**config.mk**
```make
export PLATFORM = sky130hd
export DESIGN_NAME = approx_adder_err_sequencer_flat
export DESIGN_NICKNAME = d
export VERILOG_FILES = /design/src/rtl/approx_adder_err_sequencer_if.sv /design/src/rtl/approx_adder_err_sequencer.sv /design/src/flat_wrapper.sv
export SDC_FILE = /design/constraint.sdc
export NUM_CORES = 1
export LEC_CHECK = 0
export ABC_CLOCK_PERIOD_IN_PS = 11200
export CAP_MARGIN = 5
export CORE_ASPECT_RATIO = 1.25
export CORE_MARGIN = 3
export CORE_UTILIZATION = 40
export CTS_BUF_LIST = sky130_fd_sc_hd__clkbuf_4
export CTS_CLUSTER_DIAMETER = 200
export DETAILED_ROUTE_END_ITERATION = 8
export GPL_TIMING_DRIVEN = 0
export PLACE_DENSITY = 0.76
export SETUP_SLACK_MARGIN = 0.05
export SLEW_MARGIN = 20
export SYNTH_ARGS = -nofsm -noshare
export SYNTH_HDL_FRONTEND = slang
export SYNTH_SLANG_ARGS = --single-unit
```
**constraint.sdc**
```tcl
create_clock -name clk -period 11.2 [get_ports clk]
set_clock_uncertainty 0.05 [all_clocks]
set_input_delay 2.24 -clock clk [delete_from_list [all_inputs] [get_ports clk]]
set_output_delay 2.24 -clock clk [all_outputs]
set_load 0.01 [all_outputs]
```
**src/rtl/approx_adder_err_sequencer_if.sv**
```systemverilog
// Operand/result bundle between an operand source and the approximate-adder error sequencer.
// The optional squared-error path is controlled by APPROX_SEQ_SQ_ERR_EN in the sequencer.
interface approx_adder_err_sequencer_if #(
   parameter int WIDTH = 16,
   parameter int CNT_W = 16,
   parameter int ACC_W = 48
) ();
   logic             start;
   logic [CNT_W-1:0] num_samples;
   logic             in_valid;
   logic             in_ready;
   logic [WIDTH-1:0] in_a;
   logic [WIDTH-1:0] in_b;
   logic [WIDTH-1:0] add_a;
   logic [WIDTH-1:0] add_b;
   logic [WIDTH:0]   add_sum;
   logic             busy;
   logic             done;
   logic [CNT_W-1:0] err_count;
   logic [ACC_W-1:0] sum_abs_err;
   logic [WIDTH:0]   max_abs_err;
   logic [ACC_W-1:0] sum_sq_err;

   // Handshake: a pair transfers on a rising clk edge where in_valid && in_ready; in_a/in_b must
   // be stable while in_valid is high, and an unaccepted pair is simply not consumed.
   modport master (
      output start, num_samples, in_valid, in_a, in_b, add_sum,
      input  in_ready, add_a, add_b, busy, done,
      input  err_count, sum_abs_err, max_abs_err, sum_sq_err
   );

   modport slave (
      input  start, num_samples, in_valid, in_a, in_b, add_sum,
      output in_ready, add_a, add_b, busy, done,
      output err_count, sum_abs_err, max_abs_err, sum_sq_err
   );
endinterface

```
**src/rtl/approx_adder_err_sequencer.sv**
```systemverilog
// Streams operand pairs into an external approximate adder and accumulates error statistics.
// Define APPROX_SEQ_SQ_ERR_EN to add the squared-error accumulator.
module approx_adder_err_sequencer #(
   parameter int WIDTH = 16,
   parameter int CNT_W = 16,
   parameter int ACC_W = 48
) (
   input  logic                           clk,
   input  logic                           rst,
   approx_adder_err_sequencer_if.slave    bus,
   output logic [1:0]                     state_o
);

   localparam int RES_W = WIDTH + 1;
   localparam int SUM_W = ((ACC_W > RES_W) ? ACC_W : RES_W) + 1;

   typedef enum logic [1:0] {
      IDLE  = 2'd0,
      RUN   = 2'd1,
      DRAIN = 2'd2,
      DONE  = 2'd3
   } state_t;

   state_t             state_q, state_d;
   logic [CNT_W-1:0]   remaining_q, remaining_d;
   logic [WIDTH-1:0]   add_a_q, add_a_d;
   logic [WIDTH-1:0]   add_b_q, add_b_d;
   logic               s1_vld_q, s1_vld_d;
   logic               s2_vld_q, s2_vld_d;
   logic               clear_stats;

   logic [RES_W-1:0]   exact;
   logic [RES_W-1:0]   abs_d, abs_q;

   logic [CNT_W-1:0]   err_cnt_q;
   logic [ACC_W-1:0]   sum_abs_q;
   logic [RES_W-1:0]   max_abs_q;
   logic [SUM_W-1:0]   sum_abs_ext;

   assign s2_vld_d = s1_vld_q;

   always_comb begin
      state_d     = state_q;
      remaining_d = remaining_q;
      add_a_d     = add_a_q;
      add_b_d     = add_b_q;
      s1_vld_d    = 1'b0;
      clear_stats = 1'b0;
      case (state_q)
         IDLE, DONE: begin
            if (bus.start) begin
               clear_stats = 1'b1;
               remaining_d = bus.num_samples;
               state_d     = (bus.num_samples == '0) ? DONE : RUN;
            end
         end
         RUN: begin
            if (bus.in_valid) begin
               add_a_d     = bus.in_a;
               add_b_d     = bus.in_b;
               s1_vld_d    = 1'b1;
               remaining_d = remaining_q - CNT_W'(1);
               if (remaining_q == CNT_W'(1)) begin
                  state_d = DRAIN;
               end
            end
         end
         DRAIN: begin
            // Leave as the last pair retires into the accumulators, so done and final stats coincide.
            if (!s1_vld_d && !s2_vld_d) begin
               state_d = DONE;
            end
         end
         default: state_d = IDLE;
      endcase
   end

   always_ff @(posedge clk or posedge rst) begin
      if (rst) begin
         state_q     <= IDLE;
         remaining_q <= '0;
         add_a_q     <= '0;
         add_b_q     <= '0;
         s1_vld_q    <= 1'b0;
         s2_vld_q    <= 1'b0;
      end else begin
         state_q     <= state_d;
         remaining_q <= remaining_d;
         add_a_q     <= add_a_d;
         add_b_q     <= add_b_d;
         s1_vld_q    <= s1_vld_d;
         s2_vld_q    <= s2_vld_d;
      end
   end

   // Magnitude computed by ordered subtraction so no sign bit needs to be carried.
   always_comb begin
      exact = {1'b0, add_a_q} + {1'b0, add_b_q};
      if (exact >= bus.add_sum) begin
         abs_d = exact - bus.add_sum;
      end else begin
         abs_d = bus.add_sum - exact;
      end
   end

   always_ff @(posedge clk or posedge rst) begin
      if (rst) begin
         abs_q <= '0;
      end else if (s1_vld_q) begin
         abs_q <= abs_d;
      end
   end

   assign sum_abs_ext = SUM_W'(sum_abs_q) + SUM_W'(abs_q);

   always_ff @(posedge clk or posedge rst) begin
      if (rst) begin
         err_cnt_q <= '0;
         sum_abs_q <= '0;
         max_abs_q <= '0;
      end else if (clear_stats) begin
         err_cnt_q <= '0;
         sum_abs_q <= '0;
         max_abs_q <= '0;
      end else if (s2_vld_q) begin
         if ((abs_q != '0) && (err_cnt_q != '1)) begin
            err_cnt_q <= err_cnt_q + CNT_W'(1);
         end
         if (sum_abs_ext[SUM_W-1:ACC_W] != '0) begin
            sum_abs_q <= '1;
         end else begin
            sum_abs_q <= sum_abs_ext[ACC_W-1:0];
         end
         if (abs_q > max_abs_q) begin
            max_abs_q <= abs_q;
         end
      end
   end

`ifdef APPROX_SEQ_SQ_ERR_EN
   localparam int SQ_W  = 2 * RES_W;
   localparam int SQS_W = ((ACC_W > SQ_W) ? ACC_W : SQ_W) + 1;

   logic [SQ_W-1:0]  sq_q;
   logic [ACC_W-1:0] sum_sq_q;
   logic [SQS_W-1:0] sum_sq_ext;

   assign sum_sq_ext = SQS_W'(sum_sq_q) + SQS_W'(sq_q);

   always_ff @(posedge clk or posedge rst) begin
      if (rst) begin
         sq_q <= '0;
      end else if (s1_vld_q) begin
         sq_q <= SQ_W'(abs_d) * SQ_W'(abs_d);
      end
   end

   always_ff @(posedge clk or posedge rst) begin
      if (rst) begin
         sum_sq_q <= '0;
      end else if (clear_stats) begin
         sum_sq_q <= '0;
      end else if (s2_vld_q) begin
         if (sum_sq_ext[SQS_W-1:ACC_W] != '0) begin
            sum_sq_q <= '1;
         end else begin
            sum_sq_q <= sum_sq_ext[ACC_W-1:0];
         end
      end
   end

   assign bus.sum_sq_err = sum_sq_q;
`else
   assign bus.sum_sq_err = '0;
`endif

   assign bus.in_ready    = (state_q == RUN);
   assign bus.busy        = (state_q == RUN) || (state_q == DRAIN);
   assign bus.done        = (state_q == DONE);
   assign bus.add_a       = add_a_q;
   assign bus.add_b       = add_b_q;
   assign bus.err_count   = err_cnt_q;
   assign bus.sum_abs_err = sum_abs_q;
   assign bus.max_abs_err = max_abs_q;
   assign state_o         = state_q;

endmodule
```
**src/flat_wrapper.sv**
```systemverilog
// flat-port wrapper written by rule: the top's interface ports become plain ports
module approx_adder_err_sequencer_flat 
#(
   parameter int WIDTH = 16,
   parameter int CNT_W = 16,
   parameter int ACC_W = 48
)
  (clk, rst, state_o, bus_start, bus_num_samples, bus_in_valid, bus_in_a, bus_in_b, bus_add_sum, bus_in_ready, bus_add_a, bus_add_b, bus_busy, bus_done, bus_err_count, bus_sum_abs_err, bus_max_abs_err, bus_sum_sq_err);
  approx_adder_err_sequencer_if #(.WIDTH(WIDTH), .CNT_W(CNT_W), .ACC_W(ACC_W)) bus_i ();
  input  logic clk;
  input  logic rst;
  output logic [1:0] state_o;
  input wire logic [$bits(bus_i.start)-1:0] bus_start;
  input wire logic [$bits(bus_i.num_samples)-1:0] bus_num_samples;
  input wire logic [$bits(bus_i.in_valid)-1:0] bus_in_valid;
  input wire logic [$bits(bus_i.in_a)-1:0] bus_in_a;
  input wire logic [$bits(bus_i.in_b)-1:0] bus_in_b;
  input wire logic [$bits(bus_i.add_sum)-1:0] bus_add_sum;
  output wire logic [$bits(bus_i.in_ready)-1:0] bus_in_ready;
  output wire logic [$bits(bus_i.add_a)-1:0] bus_add_a;
  output wire logic [$bits(bus_i.add_b)-1:0] bus_add_b;
  output wire logic [$bits(bus_i.busy)-1:0] bus_busy;
  output wire logic [$bits(bus_i.done)-1:0] bus_done;
  output wire logic [$bits(bus_i.err_count)-1:0] bus_err_count;
  output wire logic [$bits(bus_i.sum_abs_err)-1:0] bus_sum_abs_err;
  output wire logic [$bits(bus_i.max_abs_err)-1:0] bus_max_abs_err;
  output wire logic [$bits(bus_i.sum_sq_err)-1:0] bus_sum_sq_err;
  assign bus_i.start = bus_start;
  assign bus_i.num_samples = bus_num_samples;
  assign bus_i.in_valid = bus_in_valid;
  assign bus_i.in_a = bus_in_a;
  assign bus_i.in_b = bus_in_b;
  assign bus_i.add_sum = bus_add_sum;
  assign bus_in_ready = bus_i.in_ready;
  assign bus_add_a = bus_i.add_a;
  assign bus_add_b = bus_i.add_b;
  assign bus_busy = bus_i.busy;
  assign bus_done = bus_i.done;
  assign bus_err_count = bus_i.err_count;
  assign bus_sum_abs_err = bus_i.sum_abs_err;
  assign bus_max_abs_err = bus_i.max_abs_err;
  assign bus_sum_sq_err = bus_i.sum_sq_err;
  approx_adder_err_sequencer #(.WIDTH(WIDTH), .CNT_W(CNT_W), .ACC_W(ACC_W)) u_core (.clk(clk), .rst(rst), .bus(bus_i), .state_o(state_o));
endmodule
```
==> report_table.html <==
<table>
<tr><th>Metric</th><th>Value</th></tr>
<tr><th colspan="2">Synth</th></tr>
<tr><td>Portion of netlist area occupied by mux cells</td><td>6.65%</td></tr>
<tr><td>Netlist area before placement</td><td>10900 um^2</td></tr>
<tr><td>Post-synth EDFFs</td><td>0</td></tr>
<tr><td>Sequential fraction of the synthesis area</td><td>34.4%</td></tr>
<tr><td>Post-Synth Simple-Gate Area</td><td>15.9%</td></tr>
<tr><td>Adder and majority cell fraction of the synthesized area</td><td>11.2%</td></tr>
<tr><td>Count of yosys warnings during synthesis</td><td>0</td></tr>
<tr><td>Unique cell type count in the Yosys netlist</td><td>74</td></tr>
<tr><td>Synth async-reset ratio</td><td>100%</td></tr>
<tr><td>Area fraction in compound gates after synthesis</td><td>19.4%</td></tr>
<tr><td>Post-synthesis area per instance</td><td>9.02 um^2</td></tr>
<tr><td>Most used flip-flop cell after synthesis</td><td>sky130_fd_sc_hd__dfrtp_1</td></tr>
<tr><td>Largest family of logic cells by synthesized area</td><td>compound AO/OA/AOI/OAI gates</td></tr>
<tr><td>Fraction of synthesized cell area in xor and xnor cells</td><td>4.41%</td></tr>
<tr><td>Synthesized instance count</td><td>1210</td></tr>
<tr><td>Flip-flop and latch count after synthesis</td><td>150</td></tr>
<tr><th colspan="2">Timing</th></tr>
<tr><td>Crit share post-route</td><td>51.3%</td></tr>
<tr><td>Final setup violation count</td><td>0</td></tr>
<tr><td>Setup repair after global routing missed its margin</td><td>false</td></tr>
<tr><td>Max-slew violation count</td><td>0</td></tr>
<tr><td>Final Hold Viols</td><td>0</td></tr>
<tr><td>Total negative setup slack</td><td>0 ns</td></tr>
<tr><td>Highest clock frequency the design can meet</td><td>174 MHz</td></tr>
<tr><td>Worst-Margin Slew</td><td>0.875 ns</td></tr>
<tr><td>Post-layout minimum cycle time</td><td>5.74 ns</td></tr>
<tr><td>Max-slew headroom at the worst pin</td><td>40.9%</td></tr>
<tr><th colspan="2">Floorplanning</th></tr>
<tr><td>Chip Width</td><td>154 um</td></tr>
<tr><td>Total I/O pin count</td><td>235</td></tr>
<tr><td>Initial core utilization</td><td>40.7%</td></tr>
<tr><td>Row count</td><td>67</td></tr>
<tr><td>DIE AREA</td><td>29300 um^2</td></tr>
<tr><td>Area inside the core boundary</td><td>26800 um^2</td></tr>
<tr><td>Chip Height</td><td>191 um</td></tr>
<tr><th colspan="2">Run</th></tr>
<tr><td>Total of max-cap violations</td><td>0</td></tr>
<tr><th colspan="2">Layout</th></tr>
<tr><td>Post-layout nets</td><td>1627</td></tr>
<tr><td>Commonest non-fill, non-tap cell in the layout</td><td>sky130_fd_sc_hd__clkdlybuf4s50_1</td></tr>
<tr><td>Synth-to-layout area growth</td><td>26.0%</td></tr>
<tr><td>Most frequent cells in the layout</td><td>sky130_fd_sc_hd__clkdlybuf4s50_1, sky130_fd_sc_hd__dfrtp_1, sky130_fd_sc_hd__a21oi_1, sky130_fd_sc_hd__nor2_1, sky130_fd_sc_hd__ha_1</td></tr>
<tr><td>Final Cell Area</td><td>13800 um^2</td></tr>
<tr><td>Post-layout util</td><td>51.3%</td></tr>
<tr><td>Layout cells sized above 1</td><td>10.6%</td></tr>
<tr><th colspan="2">Power</th></tr>
<tr><td>Switching part of the total</td><td>49.3%</td></tr>
<tr><td>Gate power share</td><td>74.2%</td></tr>
<tr><td>Static Leakage</td><td>6.23 nW</td></tr>
<tr><td>Clock power share</td><td>7.7%</td></tr>
<tr><td>Net switching power</td><td>0.00249 W</td></tr>
<tr><td>IR Drop Worst-Case VDD</td><td>252 uV</td></tr>
<tr><td>Sequential group share of total power</td><td>18.1%</td></tr>
<tr><td>Power density of the placed cells</td><td>368 nW/um^2</td></tr>
<tr><td>Cell-internal power</td><td>0.00257 W</td></tr>
<tr><th colspan="2">Global routing</th></tr>
<tr><td>Pin count of the biggest net entering global routing</td><td>83</td></tr>
<tr><td>Initial antenna violation count</td><td>1</td></tr>
<tr><td>Global routing usage summed across all routing layers</td><td>19.7%</td></tr>
<tr><td>Wire length of the first global-routing pass</td><td>47800 um</td></tr>
<tr><td>Grt total ovfl</td><td>0</td></tr>
<tr><td>Vias in the first global route</td><td>9720</td></tr>
<tr><th colspan="2">Critical path</th></tr>
<tr><td>Largest fanout on the critical path</td><td>9</td></tr>
<tr><td>Worst Path Arrival</td><td>6.13 ns</td></tr>
<tr><td>Nature of the critical path endpoint</td><td>flip-flop</td></tr>
<tr><td>Startpoint type of the worst setup path</td><td>flip-flop</td></tr>
<tr><td>Data required time of the worst path</td><td>11.59 ns</td></tr>
<tr><td>Reg2reg start</td><td>u_core.bus.add_b[1]</td></tr>
<tr><td>Crit. Startpoint</td><td>u_core.bus.add_b[1]</td></tr>
<tr><td>Kind of critical path</td><td>reg -&gt; reg</td></tr>
<tr><th colspan="2">Clocking</th></tr>
<tr><td>H-tree Lvls</td><td>4</td></tr>
<tr><td>Number of buffers inserted by post-CTS setup repair</td><td>0</td></tr>
<tr><td>Resized Gates After CTS</td><td>0</td></tr>
<tr><td>Clock tree root buffer cell</td><td>sky130_fd_sc_hd__clkbuf_4</td></tr>
<tr><td>Clock tree buffer depth</td><td>2</td></tr>
<tr><td>Clock Sinks</td><td>150</td></tr>
<tr><td>CTS tree</td><td>yes</td></tr>
<tr><td>Hold-fix buffers, CTS</td><td>0</td></tr>
<tr><td>Skew-Pair Late Insertion Delay</td><td>0.55 ns</td></tr>
<tr><td>Cts bufs inserted</td><td>17</td></tr>
<tr><td>Clock slew at reported path FFs</td><td>0.15 ns</td></tr>
<tr><th colspan="2">Route</th></tr>
<tr><td>Pre-Repair DR Iteration Count</td><td>6</td></tr>
<tr><td>Iteration-0 DRC count of the detailed router</td><td>513</td></tr>
<tr><td>Routed length per instance</td><td>16.1 um</td></tr>
<tr><td>Via count</td><td>9852</td></tr>
<tr><td>Post-route DRC violation count</td><td>0</td></tr>
<tr><td>Antenna Violating Nets Remaining</td><td>0</td></tr>
<tr><td>Via/cell ratio</td><td>5.41</td></tr>
<tr><td>Drt total wl</td><td>29400 um</td></tr>
<tr><th colspan="2">Placement</th></tr>
<tr><td>Area after DPL</td><td>13400 um^2</td></tr>
<tr><td>Final HPWL from detailed placement</td><td>23200 um</td></tr>
<tr><td>GPL Wtd Cong</td><td>0.938</td></tr>
<tr><td>Buffers on Ports</td><td>186</td></tr>
<tr><th colspan="2">Hold path</th></tr>
<tr><td>Min-Delay Startpoint</td><td>u_core.bus.sum_abs_err[30]</td></tr>
<tr><td>Type of the most critical hold path</td><td>reg -&gt; reg</td></tr>
<tr><th colspan="2">Outcome</th></tr>
<tr><td>Run status</td><td>completed</td></tr>
</table>
[critical path, stage by stage, from the launching register on]
cell	delay, ns
sky130_fd_sc_hd__dfrtp_1	0.46
sky130_fd_sc_hd__ha_1	0.32
sky130_fd_sc_hd__a211oi_1	0.23
sky130_fd_sc_hd__nor2_1	0.12
sky130_fd_sc_hd__o41ai_1	0.42
sky130_fd_sc_hd__o21ai_0	0.24
sky130_fd_sc_hd__o41ai_1	0.60
sky130_fd_sc_hd__o21bai_1	0.13
sky130_fd_sc_hd__a21oi_1	0.27
sky130_fd_sc_hd__xnor2_1	0.10
sky130_fd_sc_hd__ha_1	0.27
sky130_fd_sc_hd__buf_2	0.19
sky130_fd_sc_hd__and3_1	0.23
sky130_fd_sc_hd__nand3_1	0.22
sky130_fd_sc_hd__o21ai_1	0.68
sky130_fd_sc_hd__mux2_2	0.41
sky130_fd_sc_hd__o211a_1	0.14
sky130_fd_sc_hd__or3_1	0.31
sky130_fd_sc_hd__a31o_2	0.24
[flip-flops by register name (all words and copies together) (netlist names)]
| name | flops |
|---|---|
| u_core.abs_q | 17 |
| u_core.bus.add_a | 16 |
| u_core.bus.add_b | 16 |
| u_core.bus.err_count | 16 |
| u_core.bus.max_abs_err | 17 |
| u_core.bus.sum_abs_err | 48 |
| u_core.remaining_q | 16 |
| u_core.s1_vld_q | 1 |
| u_core.s2_vld_q | 1 |
| u_core.state_o | 2 |
[worst paths after layout]
path | end | slack (ns) | cells after the start
max in group asynchronous | u_core.bus.sum_abs_err[8] | 8.24 | 3
max reg2reg | u_core.abs_q[15] | 5.46 | 18
min reg2reg | u_core.bus.sum_abs_err[30] | 0.48 | 1
min in group asynchronous | u_core.remaining_q[6] | 2.08 | 2
min | u_core.bus.sum_abs_err[30] | 0.48 | 1
max | u_core.abs_q[15] | 5.46 | 18
[cell families after synthesis]
family / Yosys count
buffers and inverters: 175
adder cells (fa/ha/maj): 95
flip-flops: 150
other: 1
XOR/XNOR: 55
multiplexers: 68
AND/OR/NAND/NOR: 336
AO/OA/AOI/OAI: 330
[layer usage]
metal	part of all wire, %	GRT usage [%]
met1	41	23.1
met2	51	35.5
met3	5.9	4.47
met4	2.4	6.56
met5	0	0
[power groups by stage]
stage	Sequential [W]	Clock (W)	Combinational (W)
CTS	0.000916	0.000400	0.00375
finish	0.000915	0.000389	0.00375
detailed placement	0.000925	0	0.00373
global placement	0.000918	0	0.00367
global route	0.000948	0.000417	0.00419
floorplan	0.000923	0	0.00274
[Yosys cell counts (32+ instances only)]
| master | number | area [um^2] |
|---|---|---|
| sky130_fd_sc_hd__o21ai_0 | 67 | 335 |
| sky130_fd_sc_hd__nor2_1 | 92 | 345 |
| sky130_fd_sc_hd__clkbuf_1 | 34 | 128 |
| sky130_fd_sc_hd__inv_1 | 71 | 267 |
| sky130_fd_sc_hd__nand2_1 | 69 | 259 |
| sky130_fd_sc_hd__dfrtp_1 | 150 | 3750 |
| sky130_fd_sc_hd__a21oi_1 | 100 | 500 |
| sky130_fd_sc_hd__ha_1 | 91 | 1140 |
| sky130_fd_sc_hd__buf_4 | 51 | 383 |
| sky130_fd_sc_hd__mux2_2 | 36 | 405 |
| sky130_fd_sc_hd__mux2i_1 | 32 | 320 |
[layout make-up]
cell class | instances | area [um^2]
Buffer | 104 | 608
Antenna cell | 1 | 2.50
Inverter | 71 | 274
Tap cell | 345 | 432
Clock buffer | 17 | 128
Multi-Input combinational cell | 932 | 6460
Clock inverter | 15 | 201
Timing Repair Buffer | 187 | 1890
Sequential cell | 150 | 3750
Fill cell | 2538 | 13100
[per-stage QoR]
| stage | power [W] | hold slack (ns) | worst slack (ns) | instances |
|---|---|---|---|---|
| floorplan | 0.00366 | 0.394 | 4.87 | 1257 |
| CTS | 0.00507 | 0.480 | 5.44 | 1821 |
| global route | 0.00556 | 0.507 | 5.05 | 1822 |
| finish | 0.00506 | 0.479 | 5.46 | 1822 |
| global placement | 0.00459 | 0.437 | 2.75 | 1788 |
| detailed placement | 0.00465 | 0.464 | 5.24 | 1789 |
No activity file was read; power rests on OpenSTA's default activity.
==> edit (config.mk and constraints unchanged) <==
The option `APPROX_SEQ_SQ_ERR_EN` is turned on by a define.
--- a/src/rtl/approx_adder_err_sequencer.sv
+++ b/src/rtl/approx_adder_err_sequencer.sv
@@ -1,4 +1,6 @@
 // Streams operand pairs into an external approximate adder and accumulates error statistics.
 // Define APPROX_SEQ_SQ_ERR_EN to add the squared-error accumulator.
+`define APPROX_SEQ_SQ_ERR_EN
+
 module approx_adder_err_sequencer #(
    parameter int WIDTH = 16,
Behaviour: not the same (Yosys sat finds a counterexample within 10 cycles, from zero or initial values and one cycle with rst high).
==> edit against the unedited design <==
Maximum frequency down 48%; sequential cell count is 80 higher; first-iteration DRC count increased to 2.7 times the old value; largest cell class unchanged; critical path depth up 29; wire length increased by 130%; synthesized area rose by 110%; cell area increased by 110%; setup slack lost 5.3 ns; cell count up 110%.
Power is left out: the tool's default activity adds up to more than one toggle a clock period on the data nets, which glitch-free logic cannot reach.
==> edit: results (changes against the unedited design) <==
qor: status.outcome finished clean
qor: route.wire_per_inst 18.0 um [+12%]
qor: critical_path.critical_path.max_fanout 7 [-2]
qor: route.drt_iter0_drc 1396 [+170%]
qor: critical_path.max_stage_delay 0.58 ns [-0.10 ns]
qor: global_routing.grt_max_degree 96 [+16%]
qor: sta.tightest_slew 0.993 ns [+0.118 ns]
qor: cells_and_area.finish.net_count 3445 [+110%]
qor: clock_network.cts.htree.levels 2 [-2]
qor: critical_path.crit-reg2reg-capture u_core.sq_q[33]
qor: clock_network.cts_max_path_buffers 3 [+1]
qor: placement.port_buffers 234 [+26%]
qor: global_routing.vias_in_the_first_global_route 21100 [+120%]
qor: hold_path.hold_end u_core.s2_vld_q
qor: sta.worst_hold_slack 0.461 ns [-0.0181 ns]
qor: global_routing.grtUsageTotal 0.217 [+0.0200]
qor: placement.gp_congestion 0.916 [-2.3%]
qor: route.via_per_inst 5.46 [+1.0%]
qor: cells_and_area.post_route_cells_drive_above_1_share 0.118 [+0.0117]
qor: clock_network.cts-buffers-inserted 59 [+42]
qor: clock_network.clkSlewWorstSetupHoldPaths 0.08 ns [-0.07 ns]
qor: synthesis.synthTopCellsByArea sky130_fd_sc_hd__dfrtp_1 (25%), sky130_fd_sc_hd__fa_1 (17%), sky130_fd_sc_hd__ha_1 (12%)
qor: hold_path.number_of_cells_on_the_worst_hold_path 0 [-1]
qor: route.detailedRoute.firstPassIterationCount 5 [-1]
qor: critical_path.regToRegStartpoint u_core.bus.add_a[0]
qor: placement.placement.setup.worst_slack -2.02 ns [-7.26 ns]
qor: synthesis.synth.cells.most_frequent sky130_fd_sc_hd__inv_1 (386), sky130_fd_sc_hd__dfrtp_1 (230), sky130_fd_sc_hd__ha_1 (229)
qor: critical_path.critPathSlowestCell sky130_fd_sc_hd__fa_1
qor: clock_network.worstSkewPairLatency 0.85 ns [+0.30 ns]
qor: synthesis.synth-seq-area-share 0.246 [-0.0978]
qor: critical_path.regToRegSetupSlack 0.18 ns [-5.28 ns]
qor: synthesis.netlist-cell-type-count 83 [+12%]
qor: synthesis.synth_top_area_cell sky130_fd_sc_hd__dfrtp_1
qor: critical_path.data_arrival_time_of_the_critical_path 11.72 ns [+5.59 ns]
qor: global_routing.antenna_found_initial 3 [+2]
qor: placement.hpwlAfterDp 52300 um [+130%]
qor: hold_path.hold_start u_core.s1_vld_q
qor: global_routing.grt_pass1_wl 109000 um [+130%]
qor: critical_path.timing.reg2reg.worst_path_depth 47 [+29]
edit: cell count changes after synthesis, moves of 43 or more:
cell	before	now
sky130_fd_sc_hd__inv_1	71	386
sky130_fd_sc_hd__o21ai_0	67	112
sky130_fd_sc_hd__dfrtp_1	150	230
sky130_fd_sc_hd__buf_4	51	0
sky130_fd_sc_hd__a21oi_1	100	173
sky130_fd_sc_hd__ha_1	91	229
sky130_fd_sc_hd__clkbuf_1	34	88
sky130_fd_sc_hd__fa_1	4	196
sky130_fd_sc_hd__nor2_1	92	188
sky130_fd_sc_hd__a31oi_1	21	64
sky130_fd_sc_hd__nand2_1	69	183
edit: layout make-up:
cell class / count / area, um2
antenna: 2 / 5.00
buffer: 99 / 502
clock buffer: 84 / 631
clock inverter: 16 / 104
fill: 5263 / 28800
inverter: 394 / 1500
multi-input combinational: 1879 / 16500
sequential: 230 / 5760
tap: 750 / 938
timing repair buffer: 288 / 2810
edit: metal layers:
metal	track usage	wire length, um
met5	0	13
met3	0.0450	5050
met4	0.114	3710
met1	0.250	25500
met2	0.378	33200
edit: repair_timing:
action,4_1_cts,5_1_grt
hold buffers,0,0
pin swaps,22,58
setup endpoints to repair,22,16
setup buffers,26,26
gates resized for setup,96,90
edit: worst max path at each step:
| stage | startpoint | endpoint | slack [ns] |
|---|---|---|---|
| floorplan | u_core.bus.add_b[0] | u_core.sq_q[33] | 0.20 |
| global placement | bus_add_sum[3] | u_core.sq_q[33] | -1.93 |
| detailed placement | bus_add_sum[2] | u_core.sq_q[33] | -2.02 |
| CTS | u_core.bus.add_b[1] | u_core.sq_q[33] | 0.03 |
| global route | u_core.bus.add_b[1] | u_core.sq_q[33] | -0.25 |
| finish | u_core.bus.add_a[0] | u_core.sq_q[33] | 0.18 |
edit: through the flow:
step / util / cell area, um2 / instances
finish: 0.499 / 28700 / 3742
global route: 0.499 / 28700 / 3742
CTS: 0.490 / 28200 / 3717
detailed placement: 0.465 / 26800 / 3591
global placement: 0.464 / 26700 / 3589
floorplan: - / 23400 / 2605
edit: cell families after synthesis:
kind of cell / share of synthesized area
adders and majority gates: 0.290
DFF: 0.246
muxes: 0.0434
xor gates and xnor gates: 0.0475
buffers and inverters: 0.0807
and+or+nand+nor: 0.133
AOI/OAI and AO/OA: 0.159
edit: critical path: cells and delay by family (launching register included):
family	cells	cell delay [ns]
compound gates	21	4.15
xor+xnor	2	0.36
fa+ha+maj	10	4.31
buf+inv	8	0.63
flops	1	0.42
simple gates	6	1.07
